**config.mk**
```make
export PLATFORM = sky130hd
export DESIGN_NAME = dep_issue_scheduler_flat
export DESIGN_NICKNAME = d
export VERILOG_FILES = /design/src/rtl/dep_issue_scheduler_if.sv /design/src/rtl/dep_issue_scheduler.sv /design/src/flat_wrapper.sv
export SDC_FILE = /design/constraint.sdc
export NUM_CORES = 1
export LEC_CHECK = 0
export BUFFER_PORTS_ARGS = -buffer_cell sky130_fd_sc_hd__buf_4
export CORE_MARGIN = 4
export CORE_UTILIZATION = 55
export DETAILED_ROUTE_END_ITERATION = 12
export PLACE_DENSITY_LB_ADDON = 0.3
export SLEW_MARGIN = 20
export SYNTH_ARGS = -nofsm -noshare
export SYNTH_HDL_FRONTEND = slang
export SYNTH_SLANG_ARGS = --single-unit
```
**constraint.sdc**
```tcl
create_clock -name clk -period 13.9 [get_ports clk]
set_clock_uncertainty 0.2 [all_clocks]
set_input_delay 0.695 -clock clk [delete_from_list [all_inputs] [get_ports clk]]
set_output_delay 0.695 -clock clk [all_outputs]
set_load 0.05 [all_outputs]
```
**src/rtl/dep_issue_scheduler_if.sv**
```systemverilog
// Handshake bundle between the instruction front-end, the dependency table and the issue port.
interface dep_issue_scheduler_if #(
  parameter int unsigned REGNUM = 32,
  parameter int unsigned BS     = 16
);
  localparam int unsigned RW = $clog2(REGNUM);
  localparam int unsigned IW = $clog2(BS);
  localparam int unsigned OW = $clog2(BS + 1);

  logic          in_valid;
  logic          in_ready;
  logic [RW-1:0] in_rs1;
  logic [RW-1:0] in_rs2;
  logic [RW-1:0] in_rd;
  logic [IW-1:0] in_index;

  logic          irt_we;
  logic [IW-1:0] irt_index;
  logic [RW-1:0] irt_rs1;
  logic [RW-1:0] irt_rs2;
  logic [RW-1:0] irt_rd;
  logic [BS-1:0] irt_idt;

  logic          issue_valid;
  logic [IW-1:0] issue_index;
  logic          issue_ready;

  logic          cmp_valid;
  logic [IW-1:0] cmp_index;

  logic [OW-1:0] occupancy;

  modport master (
    output in_valid, in_rs1, in_rs2, in_rd, irt_idt, issue_ready, cmp_valid, cmp_index,
    input  in_ready, in_index, irt_we, irt_index, irt_rs1, irt_rs2, irt_rd,
           issue_valid, issue_index, occupancy
  );

  modport slave (
    input  in_valid, in_rs1, in_rs2, in_rd, irt_idt, issue_ready, cmp_valid, cmp_index,
    output in_ready, in_index, irt_we, irt_index, irt_rs1, irt_rs2, irt_rd,
           issue_valid, issue_index, occupancy
  );
endinterface

```
**src/rtl/dep_issue_scheduler.sv**
```systemverilog
// Instruction-window controller: allocates slots, captures dependency vectors,
// issues ready entries in lowest-index order and retires them on completion.
module dep_issue_scheduler #(
  parameter int unsigned REGNUM = 32,
  parameter int unsigned BS     = 16
) (
  input logic                  clk,
  input logic                  rst,
  dep_issue_scheduler_if.slave bus
);
  localparam int unsigned RW = $clog2(REGNUM);
  localparam int unsigned IW = $clog2(BS);
  localparam int unsigned OW = $clog2(BS + 1);

  typedef enum logic [1:0] {FREE, PENDING, WAITING, ISSUED} slot_state_t;

  slot_state_t   state_q [BS];
  logic [BS-1:0] wait_q  [BS];
  logic          lock_q;
  logic [IW-1:0] lock_idx_q;
  logic [OW-1:0] occ_q;

  logic [BS-1:0] free_vec;
  logic [BS-1:0] elig_vec;
  logic [BS-1:0] cmp_oh;
  logic [IW-1:0] free_idx;
  logic [IW-1:0] elig_idx;
  logic          any_free;
  logic          any_elig;
  logic          alloc;
  logic          cmp_ok;
  logic          iss_valid;
  logic [IW-1:0] iss_idx;
  logic          iss_fire;

  // Slot classification and lowest-index pickers, all from registered state.
  always_comb begin
    free_vec = '0;
    elig_vec = '0;
    for (int i = 0; i < BS; i++) begin
      free_vec[i] = (state_q[i] == FREE);
      elig_vec[i] = (state_q[i] == WAITING) && (wait_q[i] == '0);
    end
    free_idx = '0;
    elig_idx = '0;
    for (int i = BS - 1; i >= 0; i--) begin
      if (free_vec[i]) free_idx = IW'(i);
      if (elig_vec[i]) elig_idx = IW'(i);
    end
  end

  assign any_free  = |free_vec;
  assign any_elig  = |elig_vec;
  assign alloc     = bus.in_valid && any_free;
  // Completions for slots that are not ISSUED are ignored entirely.
  assign cmp_ok    = bus.cmp_valid && (state_q[bus.cmp_index] == ISSUED);
  assign cmp_oh    = cmp_ok ? (BS'(1) << bus.cmp_index) : '0;
  assign iss_valid = lock_q || any_elig;
  assign iss_idx   = lock_q ? lock_idx_q : elig_idx;
  assign iss_fire  = iss_valid && bus.issue_ready;

  assign bus.in_ready    = any_free;
  assign bus.in_index    = free_idx;
  assign bus.irt_we      = alloc;
  assign bus.irt_index   = alloc ? free_idx   : IW'(0);
  assign bus.irt_rs1     = alloc ? bus.in_rs1 : RW'(0);
  assign bus.irt_rs2     = alloc ? bus.in_rs2 : RW'(0);
  assign bus.irt_rd      = alloc ? bus.in_rd  : RW'(0);
  assign bus.issue_valid = iss_valid;
  assign bus.issue_index = iss_idx;
  assign bus.occupancy   = occ_q;

  // Per-slot lifecycle; at most one slot is PENDING, the one allocated last cycle.
  always_ff @(posedge clk or posedge rst) begin
    if (rst) begin
      for (int i = 0; i < BS; i++) begin
        state_q[i] <= FREE;
        wait_q[i]  <= '0;
      end
      lock_q     <= 1'b0;
      lock_idx_q <= '0;
      occ_q      <= '0;
    end else begin
      for (int i = 0; i < BS; i++) begin
        case (state_q[i])
          FREE: begin
            if (alloc && (free_idx == IW'(i))) state_q[i] <= PENDING;
          end
          PENDING: begin
            // Mask freed-slot columns, the completing slot and self out of the table vector.
            state_q[i] <= WAITING;
            wait_q[i]  <= bus.irt_idt & ~free_vec & ~cmp_oh & ~(BS'(1) << i);
          end
          WAITING: begin
            wait_q[i] <= wait_q[i] & ~cmp_oh;
            if (iss_fire && (iss_idx == IW'(i))) state_q[i] <= ISSUED;
          end
          ISSUED: begin
            if (cmp_ok && (bus.cmp_index == IW'(i))) state_q[i] <= FREE;
          end
          default: state_q[i] <= FREE;
        endcase
      end
      // A stalled offer is locked so the issue index cannot change under the consumer.
      lock_q     <= iss_valid && !bus.issue_ready;
      lock_idx_q <= iss_idx;
      occ_q      <= occ_q + OW'(alloc) - OW'(cmp_ok);
    end
  end
endmodule

```
**src/flat_wrapper.sv**
```systemverilog
// flat-port wrapper written by rule: the top's interface ports become plain ports
module dep_issue_scheduler_flat 
#(
  parameter int unsigned REGNUM = 32,
  parameter int unsigned BS     = 16
)
  (clk, rst, bus_in_valid, bus_in_rs1, bus_in_rs2, bus_in_rd, bus_irt_idt, bus_issue_ready, bus_cmp_valid, bus_cmp_index, bus_in_ready, bus_in_index, bus_irt_we, bus_irt_index, bus_irt_rs1, bus_irt_rs2, bus_irt_rd, bus_issue_valid, bus_issue_index, bus_occupancy);
  dep_issue_scheduler_if #(.REGNUM(REGNUM), .BS(BS)) bus_i ();
  input logic clk;
  input logic rst;
  input wire logic [$bits(bus_i.in_valid)-1:0] bus_in_valid;
  input wire logic [$bits(bus_i.in_rs1)-1:0] bus_in_rs1;
  input wire logic [$bits(bus_i.in_rs2)-1:0] bus_in_rs2;
  input wire logic [$bits(bus_i.in_rd)-1:0] bus_in_rd;
  input wire logic [$bits(bus_i.irt_idt)-1:0] bus_irt_idt;
  input wire logic [$bits(bus_i.issue_ready)-1:0] bus_issue_ready;
  input wire logic [$bits(bus_i.cmp_valid)-1:0] bus_cmp_valid;
  input wire logic [$bits(bus_i.cmp_index)-1:0] bus_cmp_index;
  output wire logic [$bits(bus_i.in_ready)-1:0] bus_in_ready;
  output wire logic [$bits(bus_i.in_index)-1:0] bus_in_index;
  output wire logic [$bits(bus_i.irt_we)-1:0] bus_irt_we;
  output wire logic [$bits(bus_i.irt_index)-1:0] bus_irt_index;
  output wire logic [$bits(bus_i.irt_rs1)-1:0] bus_irt_rs1;
  output wire logic [$bits(bus_i.irt_rs2)-1:0] bus_irt_rs2;
  output wire logic [$bits(bus_i.irt_rd)-1:0] bus_irt_rd;
  output wire logic [$bits(bus_i.issue_valid)-1:0] bus_issue_valid;
  output wire logic [$bits(bus_i.issue_index)-1:0] bus_issue_index;
  output wire logic [$bits(bus_i.occupancy)-1:0] bus_occupancy;
  assign bus_i.in_valid = bus_in_valid;
  assign bus_i.in_rs1 = bus_in_rs1;
  assign bus_i.in_rs2 = bus_in_rs2;
  assign bus_i.in_rd = bus_in_rd;
  assign bus_i.irt_idt = bus_irt_idt;
  assign bus_i.issue_ready = bus_issue_ready;
  assign bus_i.cmp_valid = bus_cmp_valid;
  assign bus_i.cmp_index = bus_cmp_index;
  assign bus_in_ready = bus_i.in_ready;
  assign bus_in_index = bus_i.in_index;
  assign bus_irt_we = bus_i.irt_we;
  assign bus_irt_index = bus_i.irt_index;
  assign bus_irt_rs1 = bus_i.irt_rs1;
  assign bus_irt_rs2 = bus_i.irt_rs2;
  assign bus_irt_rd = bus_i.irt_rd;
  assign bus_issue_valid = bus_i.issue_valid;
  assign bus_issue_index = bus_i.issue_index;
  assign bus_occupancy = bus_i.occupancy;
  dep_issue_scheduler #(.REGNUM(REGNUM), .BS(BS)) u_core (.clk(clk), .rst(rst), .bus(bus_i));
endmodule
```
Yosys cells after proc, flatten, opt, wreduce, memory -nomap -nowiden
Cells that the tools add are included.
{ "totals": {"register_bits": 298, "ram_bits": 0, "inputBits": 40, "output_inout_bits": 35, "latch_bits": 0, "memories": 0, "romBits": 0} }
{ "op_classes": {"n_mul": 0, "n_reduce_logical": 139, "shifts": 1, "muxes": 121, "addsub": 2, "eq_ne": 142, "div": 0, "n_lt_le_gt_ge": 1, "n_bitwise": 21} }
{ "ops": {"columns": ["operator", "count"], "rows": [
  ["16-bit case mux with 2 select lines", 16],
  ["16-bit bitwise AND", 18],
  ["16-bit logical NOT", 16],
  ["4-bit two-way mux", 34],
  ["2-bit case mux with 4 select lines", 16],
  ["2-bit two-way mux", 50],
  ["4-bit equality test, second input constant", 24],
  ["1-bit logical AND", 68],
  ["2-bit equality test, second input constant", 33],
  ["2-bit inequality test, second input constant", 32],
  ["4-bit by 3-bit equality test with 1-bit output, second input constant", 12],
  ["3-bit AND reduction", 16],
  ["2-bit by 1-bit equality test with 1-bit output, second input constant", 16],
  ["2-bit logical NOT", 16],
  ["2-bit by 1-bit inequality test with 1-bit output, second input constant", 16],
  ["16-bit NOT", 2],
  ["2-bit nonzero test", 16],
  ["16-bit OR reduction", 2],
  ["4-bit by 2-bit equality test with 1-bit output, second input constant", 6],
  ["16-bit two-way mux", 1],
  ["1-bit by 4-bit left shift with 16-bit output, first input constant", 1],
  ["5-bit two-way mux", 3],
  ["4-bit by 1-bit equality test with 1-bit output, second input constant", 3],
  ["4-bit logical NOT", 3],
  ["7 further kinds", 7]
]} }

Longest topological paths before layout
Gate-level depths: netlist of run 1.
{ "logic_depth": {"word_depth": 23, "mapped_depth": 16, "depth_no_buf": 15} }

Worst setup path after synthesis of run 1
OpenSTA, ideal clock, no wires.
{ "synth_timing": {"kind": "flip-flop to flip-flop", "startpoint": "register u_core.state_q[26] (netlist name)", "endpoint": "register u_core.state_q[3] (netlist name)", "n_path_buf": 0, "t_arrival_ns": 3.792, "path_stages_with_launch": 11, "slack_ns": 9.783, "setup_ns": 0.125, "required_time_ns": 13.575, "cell_sequence": "dfrtp_1 > inv_1 > ha_1 > nor4_1 > nand2_1 > nor3_1 > nand4_1 > o21a_1 > a21o_1 > o32ai_2 > mux2_2"} }
{ "synth_between": {"elab_chain_cells": 10, "elab_cells_between_ends": 29} }
{ "synth_rtl": {"columns": ["element", "line_no", "rtl"], "rows": [
  ["start, declared", "dep_issue_scheduler.sv:17", "slot_state_t state_q [BS];"],
  ["start signal, assigned by index", "dep_issue_scheduler.sv:77", "state_q[i] <= FREE;"],
  ["start signal, assigned by index", "dep_issue_scheduler.sv:87", "if (alloc && (free_idx == IW'(i))) state_q[i] <= PENDING;"],
  ["start signal, assigned by index", "dep_issue_scheduler.sv:91", "state_q[i] <= WAITING;"],
  ["2-bit equality test", "dep_issue_scheduler.sv:42", "elig_vec[i] = (state_q[i] == WAITING) && (wait_q[i] == '0);"],
  ["1-bit logical AND", "dep_issue_scheduler.sv:42", null],
  ["4-bit two-way mux (3 in series)", "dep_issue_scheduler.sv:48", "if (elig_vec[i]) elig_idx = IW'(i);"],
  ["4-bit two-way mux", "dep_issue_scheduler.sv:59", "assign iss_idx = lock_q ? lock_idx_q : elig_idx;"],
  ["4-bit equality test", "dep_issue_scheduler.sv:96", "if (iss_fire && (iss_idx == IW'(i))) state_q[i] <= ISSUED;"],
  ["1-bit logical AND", "dep_issue_scheduler.sv:96", null],
  ["2-bit inequality test (no line)", null, null],
  ["3-bit AND reduction (no line) (*)", null, null]
]} }
Mark *: on every way between the ends. The rest lies on a longest branch, timed or not. The select of a mux whose other input is x is not followed.
A chain may end at the register's enable or synchronous reset.

Worst setup path after layout of run 1
{ "layout_timing": {"startpoint": "register u_core.state_q[10] (netlist name)", "endpoint": "output port bus_issue_index[1]"} }
{ "layout_between": {"elab_chain_cells": 14} }
{ "layout_rtl": {"columns": ["element", "line_no", "rtl"], "rows": [
  ["2-bit equality test", "dep_issue_scheduler.sv:42", null],
  ["1-bit logical AND", "dep_issue_scheduler.sv:42", null],
  ["4-bit two-way mux (11 in series)", "dep_issue_scheduler.sv:48", null],
  ["4-bit two-way mux", "dep_issue_scheduler.sv:59", null],
  ["end, declared", "flat_wrapper.sv:27", "output wire logic [$bits(bus_i.issue_index)-1:0] bus_issue_index;"]
]} }
Every way passes these cells.

==> results.toml, run 1 <==
[power_and_ir_drop]
combPwrFrac_pct = 50.9
p_seq_share_pct = 30.6
ir_drop_mv = 0.148
clockPowerShare_pct = 18.5
p_leak_nw = 8.07
power.internal_mw = 2.58
netSwitchingFraction_pct = 46.8
p_per_area_mw_per_mm2 = 280
power_switching_mw = 2.27

[clock_network]
htreeDepth = 1
cts_tree = "yes"
cts_setup_buffers = 0
ctsRootBufferMaster = "clkbuf_16"
clk_latency_ps = 570
cts_buffer_depth = 3
clk_pin_slew_ps = 70
ctsResizeCount = 0
cts_sinks = 298
hold_buffers = 0
cts_buffers = 31

[yosys]
synth_common_cells = "nand2_1, o21ai_0, dfrtp_1, clkbuf_1, inv_1"
yosysWarnings = 0
synth_top_area_cell = "dfrtp_1"
syn-cell-area_sq_mm = 0.0154
synth-seq-cells = 298
yosysMostFrequentCell = "nand2_1"
syn-instance-count = 1844
seq_area_frac_synth_pct = 48.4
syn_area_per_cell_sq_um = 8.36
synth_top_family_by_area = "simple AND/OR/NAND/NOR gates"
synth-xor-area-share_pct = 0.227
synth.net_count = 1938
synth_cell_types = 72
synth_top_cell_area_share_pct = 48.4
ys_top_cells_by_area = "dfrtp_1, nand2_1, o21ai_0"
ys.flop_type = "dfrtp_1"
synthAdderAreaFrac_pct = 4.43
synthArstFlopShare_pct = 100
synth-edff-count = 0
muxShareOfSynthArea_pct = 1.17
yosys.area_share.simple_pct = 22.3
synth_compound_area_share_pct = 18.3

[routing]
avgRoutedWirePerCell_um = 22.7
firstDrtPassIters = 8
ant_nets = 0
wl_um = 51200
drcViolationCount = 0
drt-vias-per-instance = 6.34
dr_total_vias = 14300
drt_iter0_markers = 1970

[placed_design]
portBuffers = 74
place_ws_ps = 9560
placed_cells = 2196
gp_congestion = 1.00
dp_hpwl_um = 32600
placed_area_sq_mm = 0.0162

[sta]
setup_viol = 0
post-route-period-util_pct = 35.8
rsz0062_at_grt = "no"
hold_viol = 0
timing.fmax_mhz = 201
tightestPinTransition_ps = 1220
drv_slew = 0
period_needed_ps = 4970
slew_headroom_pct = 18.3
tns_ps = 0
holdWs_ps = 30.0
setup_slack_ps = 8930

[grt]
grt_pass1_vias = 13700
grt_first_pass_wirelength_um = 78600
gr-total-overflow = 0
grt_usage_pct = 32.7
grt_max_degree = 103
antenna_found_initial = 0

[die]
initial_core_util_pct = 55.7
die_h_um = 175
core_area_sq_mm = 0.0277
rows = 61
die_w_um = 175
io_pins = 75
die_area_sq_mm = 0.0308

[critical_path]
startpoint_type = "register"
r2r_start = "u_core.state_q[4]"
r2r-end = "u_core.state_q[29]"
path_max_fanout = 14
crit_path_end_kind = "output port"
worstSetupPathType = "register to output port"
worst-r2r-setup-slack_ps = 9350
worstPathRequired_ps = 13010
r2r_cells = 11
cp_data_arrival_time_ps = 4070

[finish]
areaGrowthSynthToFinish_pct = 12.1
final_nets = 1945
num-fill-cells = 2405
antenna_cells = 0
stdcell_count = 2252
final_area_sq_mm = 0.0173
final_layout_size_suffix_gt1_share_pct = 9.98

[hold_path]
hold_path.class = "primary input to async pin"

[run_status]
outcome = "finished, final reports clean"

[run]
timing.max_cap.violations = 0
[critical path, stage by stage (launching register included)]
cell	delay, ps
dfrtp_1	410
inv_1	100
ha_1	340
inv_1	270
or3_1	400
or3_1	340
a211oi_1	250
a311oi_1	120
o21ai_1	910
buf_4	370
[stage by stage]
step | utilization (%) | power [mW]
floorplan | - | 3.24
global placement | 58.4 | 3.79
detailed placement | 58.4 | 3.89
CTS | 62.4 | 4.79
global route | 62.4 | 5.20
finish | 62.4 | 4.85
[final cells by class]
class                      instances  area, sq um  area share [%]
clock buffer                      43          891            5.15
multi-input combinational       1337         7210            41.7
clock inverter                    13          203            1.17
tap                              378          473            2.74
sequential                       298         7460            43.1
inverter                          90          345            2.00
timing repair buffer              93          706            4.08
[registers in the layout, indices dropped and copies added (netlist names)]
| signal | cells |
|---|---|
| u_core.lock_idx_q | 4 |
| u_core.state_q | 32 |
| u_core.bus.occupancy | 5 |
| u_core.lock_q | 1 |
| u_core.wait_q | 256 |
[power groups by stage]
stage / Sequential, mW / Combinational, mW / Clock [mW]
3_5_place_dp: 1.48 / 2.40 / 0
2_1_floorplan: 1.45 / 1.79 / 0
3_3_place_gp: 1.47 / 2.32 / 0
6_report: 1.48 / 2.47 / 0.896
5_1_grt: 1.52 / 2.75 / 0.936
4_1_cts: 1.47 / 2.42 / 0.900
[cell usage in the layout (no fill, tap or decap), types with 11 or more instances in the layout]
cell type | netlist | routed
nand2_1 | 521 | 521
o21ai_0 | 387 | 386
dfrtp_1 | 298 | 298
buf_4 | 0 | 91
inv_1 | 88 | 87
ha_1 | 53 | 53
nor4_1 | 48 | 48
nor2_1 | 34 | 34
clkbuf_16 | 0 | 31
nand3_1 | 23 | 23
and3_1 | 19 | 19
nor2b_1 | 18 | 18
and2_1 | 15 | 15
nor3_1 | 19 | 15
or3_1 | 15 | 15
nand4_1 | 12 | 12
mux2_2 | 12 | 12
a21oi_1 | 11 | 11
[metal layers]
layer,track usage [%],up-vias,part of all wire (%)
li1,-,6296,-
met1,43.8,6894,39
met2,50.4,839,44
met3,7.30,251,10
met4,17.2,0,6.7
met5,0,-,0
[worst max-delay path by stage]
stage | to | from | cells after the start | slack [ps]
after CTS | bus_issue_index[1] | u_core.state_q[10] | 9 | 9070
final | bus_issue_index[1] | u_core.state_q[10] | 9 | 8930
after floorplan | u_core.bus.occupancy[0] | rst | 1 | 4770
after global routing | bus_issue_index[1] | u_core.state_q[10] | 9 | 8850
after global placement | u_core.wait_q[19] | bus_cmp_index[1] | 8 | 9600
after detailed placement | u_core.state_q[29] | u_core.state_q[4] | 11 | 9560
[cell families after synthesis]
| group | after synthesis |
|---|---|
| adders and majority gates | 54 |
| muxes | 16 |
| and+or+nand+nor | 768 |
| xor gates and xnor gates | 4 |
| AOI/OAI and AO/OA | 495 |
| buffers and inverters | 209 |
| DFF | 298 |
No activity file was read; power rests on OpenSTA's default activity.
==> run 2: changes to the inputs <==
==> constraint.sdc (replaced) <==
create_clock -name clk -period 4.7 [get_ports clk]
set_clock_uncertainty 0.2 [all_clocks]
set_input_delay 0.235 -clock clk [delete_from_list [all_inputs] [get_ports clk]]
set_output_delay 0.235 -clock clk [all_outputs]
set_load 0.05 [all_outputs]
==> results.toml, run 2 (synthesis gave the netlist of run 1 again) <==
[finish]
largest_register_ffs = 256
antenna_cells = 0
stdcell_count = 2286
areaGrowthSynthToFinish_pct = 13.9
regMostFlops = "u_core.wait_q"
final_area_sq_mm = 0.0176
final_layout_size_suffix_gt1_share_pct = 10.9
final_cell_mix = "nand2_1, o21ai_0, dfrtp_1"
final_nets = 1980
final_common_cell = "nand2_1"

[placed_design]
placed_cells = 2218
gp_congestion = 0.965
dp_hpwl_um = 33400
placed_area_sq_mm = 0.0164
portBuffers = 74

[routing]
drcViolationCount = 0
drt-vias-per-instance = 6.25
dr_total_vias = 14300
drt_iter0_markers = 1934
avgRoutedWirePerCell_um = 22.7
firstDrtPassIters = 6
wl_um = 51900
ant_nets = 0

[critical_path]
worst_path_max_delay_cell = "nor4_1"
max_stage_delay_ps = 830
cp_data_arrival_time_ps = 4590
crit_chain = "inv_1 > ha_1 > nor4_1 > nand4_1 > nand2_1 > ha_1 > inv_1 > ha_1 > inv_1 > fa_1 > inv_1 > a21o_1 > a21oi_1 > xnor2_1"
startpoint_type = "register"
path_max_fanout = 17
worstSetupPathType = "register to register"
crit_path_end_kind = "register"
worstPathRequired_ps = 4960
worst_path_most_repeated_cell = "inv_1"

[sta]
period_needed_ps = 4330
timing.fmax_mhz = 231
tightestPinTransition_ps = 1190
post-route-period-util_pct = 92.1
drv_slew = 0
tns_ps = 0
setup_viol = 0
rsz0062_at_grt = "no"
hold_viol = 0
slew_headroom_pct = 20.7
holdWs_ps = 33.8

[clock_network]
cts_buffer_depth = 3
htreeDepth = 1
clk_latency_ps = 570
cts_sinks = 298
cts_tree = "yes"
ctsRootBufferMaster = "clkbuf_16"
cts_buffers = 31
clk_pin_slew_ps = 60

[power_and_ir_drop]
finalPower_mw = 14.4
p_per_area_mw_per_mm2 = 821
ir_drop_mv = 0.432
p_leak_nw = 8.23

[grt]
grt_pass1_vias = 14100
grt_first_pass_wirelength_um = 80000
gr-total-overflow = 0
grt_usage_pct = 33.4
antenna_found_initial = 1
grt_max_degree = 157

[hold_path]
hold_path.class = "primary input to register"

[die]
rows = 61
core_area_sq_mm = 0.0277
io_pins = 75
die_h_um = 175
initial_core_util_pct = 55.7
die_area_sq_mm = 0.0308
die_w_um = 175

[run_status]
outcome = "finished, final reports clean"

[run]
timing.max_cap.violations = 0
[run 2: cell count changes in the layout (fill, tap and decap cells not counted), sizes merged]
cell	before	now
buf	93	116
bufinv	5	6
clkbuf	43	39
clkinv	5	9
dlygate4sd3	0	12
inv	91	89
[run 2: report_power, final]
| group | total, mW | internal, mW | switching, mW |
|---|---|---|---|
| clock network | 2.63 | 1.58 | 1.05 |
| registers | 4.38 | 3.71 | 0.678 |
| logic | 7.40 | 2.39 | 5.01 |
[run 2: through the flow]
| stage | worst slack (ps) | util [%] |
|---|---|---|
| detailed placement | 629 | 59.1 |
| floorplan | 306 | - |
| CTS | 496 | 63.4 |
| finish | 372 | 63.4 |
| global placement | 772 | 59.1 |
| global route | 204 | 63.4 |
[run 2: cell type report]
type                       count  area (sq um)
clock buffer                  39           836
sequential                   298          7460
clock inverter                16           236
timing repair buffer         128          1020
multi-input combinational   1337          7200
inverter                      90           342
fill                        2331         10100
tap                          378           473
[run 2: final timing paths]
kind,depth (start not counted),slack (ps),to,from
max in group asynchronous,4,3300,u_core.state_q[23],rst
setup / recovery,14,370,u_core.bus.occupancy[4],u_core.state_q[26]
hold reg to reg,2,280,u_core.wait_q[131],u_core.wait_q[131]
min in group asynchronous,4,180,u_core.bus.occupancy[3],rst
hold / removal,4,30,u_core.state_q[30],bus_in_valid
setup reg to reg,14,370,u_core.bus.occupancy[4],u_core.state_q[26]
[run 2: critical path, delay by kind of cell, from the launching register on]
family,cells,cell delay [ps]
simple gates,3,1890
fa+ha+maj,4,1160
flops,1,390
buf+inv,4,280
compound gates,2,180
xor+xnor,1,120
[run 2: layer usage]
metal | global-route usage [%] | vias to the layer above | share of wire, %
met5 | 0 | - | 0.013
met4 | 18.8 | 2 | 6.8
met3 | 6.72 | 239 | 11
met2 | 53.0 | 816 | 46
met1 | 43.2 | 6876 | 37
li1 | - | 6361 | -
[run 2: repair_timing]
| action | in CTS | in global routing |
|---|---|---|
| hold buffers | 12 | 0 |
| gates resized for setup | 0 | 0 |
| hold endpoints to repair | 309 | 0 |
| setup buffers | 0 | 0 |
| endpoints found under the setup margin | 0 | 0 |
==> run 3: changes to the inputs <==
--- a/config.mk
+++ b/config.mk
@@ -5,12 +5,12 @@
 export SDC_FILE = /design/constraint.sdc
 export NUM_CORES = 1
 export LEC_CHECK = 0
-export BUFFER_PORTS_ARGS = -buffer_cell sky130_fd_sc_hd__buf_4
+export BUFFER_PORTS_ARGS = -buffer_cell sky130_fd_sc_hd__buf_2
 export CORE_MARGIN = 4
 export CORE_UTILIZATION = 55
 export DETAILED_ROUTE_END_ITERATION = 12
+export GPL_ROUTABILITY_DRIVEN = 0
 export PLACE_DENSITY_LB_ADDON = 0.3
-export SLEW_MARGIN = 20
 export SYNTH_ARGS = -nofsm -noshare
 export SYNTH_HDL_FRONTEND = slang
 export SYNTH_SLANG_ARGS = --single-unit
==> results.toml, run 3 (synthesis gave the netlist of run 1 again) <==
[grt]
grt_usage_pct = 32.3
grt_first_pass_wirelength_um = 77300
gr-total-overflow = 0
grt_max_degree = 165
antenna_found_initial = 1
grt_pass1_vias = 13600

[die]
rows = 61
die_h_um = 175
io_pins = 75
die_w_um = 175
die_area_sq_mm = 0.0308
core_area_sq_mm = 0.0277
initial_core_util_pct = 55.7

[critical_path]
startpoint_type = "register"
worstSetupStartpoint = "u_core.state_q[8]"
worstSetupPathType = "register to output port"
r2r_cells = 11
worst-r2r-setup-slack_ps = 400
crit_path_end_kind = "output port"
path_max_fanout = 14
cp_data_arrival_time_ps = 3960
r2r-end = "u_core.state_q[3]"
worstPathRequired_ps = 4260
r2r_start = "u_core.state_q[8]"

[clock_network]
hold_buffers = 10
cts_tree = "yes"
cts_sinks = 298
cts_buffer_depth = 3
cts_buffers = 31
ctsResizeCount = 0
htreeDepth = 1
clk_pin_slew_ps = 70
cts_setup_buffers = 0
clk_latency_ps = 580
ctsRootBufferMaster = "clkbuf_16"

[finish]
final_nets = 1979
final_layout_size_suffix_gt1_share_pct = 11.0
areaGrowthSynthToFinish_pct = 12.1
final_common_cell = "nand2_1"
largest_register_ffs = 256
finalCoreUtilization_pct = 62.4
regMostFlops = "u_core.wait_q"
final_area_sq_mm = 0.0173
final_cell_mix = "nand2_1, o21ai_0, dfrtp_1"
num-fill-cells = 2363

[routing]
ant_nets = 0
dr_total_vias = 14200
drcViolationCount = 0
wl_um = 50800
avgRoutedWirePerCell_um = 22.2
firstDrtPassIters = 5
routed-wl-met2_um = 22600
top_layer = "met4"
drt-vias-per-instance = 6.21
drt_iter0_markers = 1736
wl_met1_um = 19200
wl_met3_um = 5610

[sta]
timing.fmax_mhz = 228
rsz0062_at_grt = "no"
post-route-period-util_pct = 93.5
slew_headroom_pct = 24.1
setup_viol = 0
hold_viol = 0
drv_slew = 0
tns_ps = 0
holdWs_ps = 21.3
period_needed_ps = 4390
tightestPinTransition_ps = 1140

[placed_design]
dp_hpwl_um = 32900
placed_area_sq_mm = 0.0162
portBuffers = 74

[power_and_ir_drop]
p_seq_share_pct = 31.0
p_per_area_mw_per_mm2 = 814
combPwrFrac_pct = 51.6
p_leak_nw = 8.14
clockPowerShare_pct = 17.3
netSwitchingFraction_pct = 47.1
ir_drop_mv = 0.367
power_switching_mw = 6.62
power.internal_mw = 7.45

[hold_path]
hold_end = "u_core.wait_q[178]"
hold_path.class = "primary input to register"
holdPathStages = 4
hold_start = "bus_irt_idt[2]"

[run]
timing.max_cap.violations = 0

[run_status]
outcome = "finished, final reports clean"
[run 3: cell types whose count changed in the layout (fill, tap and decap cells not counted), moves of 2 or more]
cell | before | now
nor3_4 | 3 | 1
buf_4 | 113 | 41
dlygate4sd3_1 | 12 | 10
clkbuf_8 | 3 | 10
buf_2 | 0 | 74
nor3_2 | 4 | 6
bufinv_16 | 6 | 1
[run 3: power groups by stage]
stage	sequential, mW	combinational, mW	clock (mW)
final	4.37	7.26	2.44
after global routing	4.48	8.12	2.56
after CTS	4.34	7.14	2.46
after detailed placement	4.38	7.10	0
after global placement	4.33	6.87	0
after floorplan	4.28	5.30	0
[run 3: area by class of cell]
class,count,area [sq um],area share (%)
sequential,298,7460,43.1
timing repair buffer,127,818,4.73
inverter,90,342,1.98
antenna,1,2.50,0.0145
clock inverter,9,73.8,0.427
multi-input combinational,1337,7190,41.6
clock buffer,47,936,5.41
tap,378,473,2.74
[run 3: metrics by stage]
| step | instances | power (mW) | setup WS [ps] |
|---|---|---|---|
| after global routing | 2287 | 15.2 | 139 |
| after floorplan | 1844 | 9.58 | 306 |
| after detailed placement | 2220 | 11.5 | 506 |
| after global placement | 2220 | 11.2 | 595 |
| after CTS | 2286 | 13.9 | 377 |
| final | 2287 | 14.1 | 308 |
[run 3: worst max-delay path by stage]
stage	end	slack [ps]
after floorplan	u_core.bus.occupancy[0]	310
after global placement	u_core.state_q[3]	600
after detailed placement	u_core.state_q[3]	510
after CTS	bus_issue_index[1]	380
after global routing	bus_issue_index[1]	140
final	bus_issue_index[1]	310
[run 3: critical path: stages, from the launching register on]
cell      delay (ps)
dfrtp_1          420
inv_1             90
ha_1             290
inv_1            210
or3_1            360
or3_1            370
a211oi_1         260
a311oi_1          90
o21ai_1          840
buf_2            450
[run 3: metal layers]
layer  track usage (%)  up-vias
met5                 0        -
met4              17.5        0
met3              7.25      202
met2              49.8      813
met1              42.9     6834
li1                  -     6348
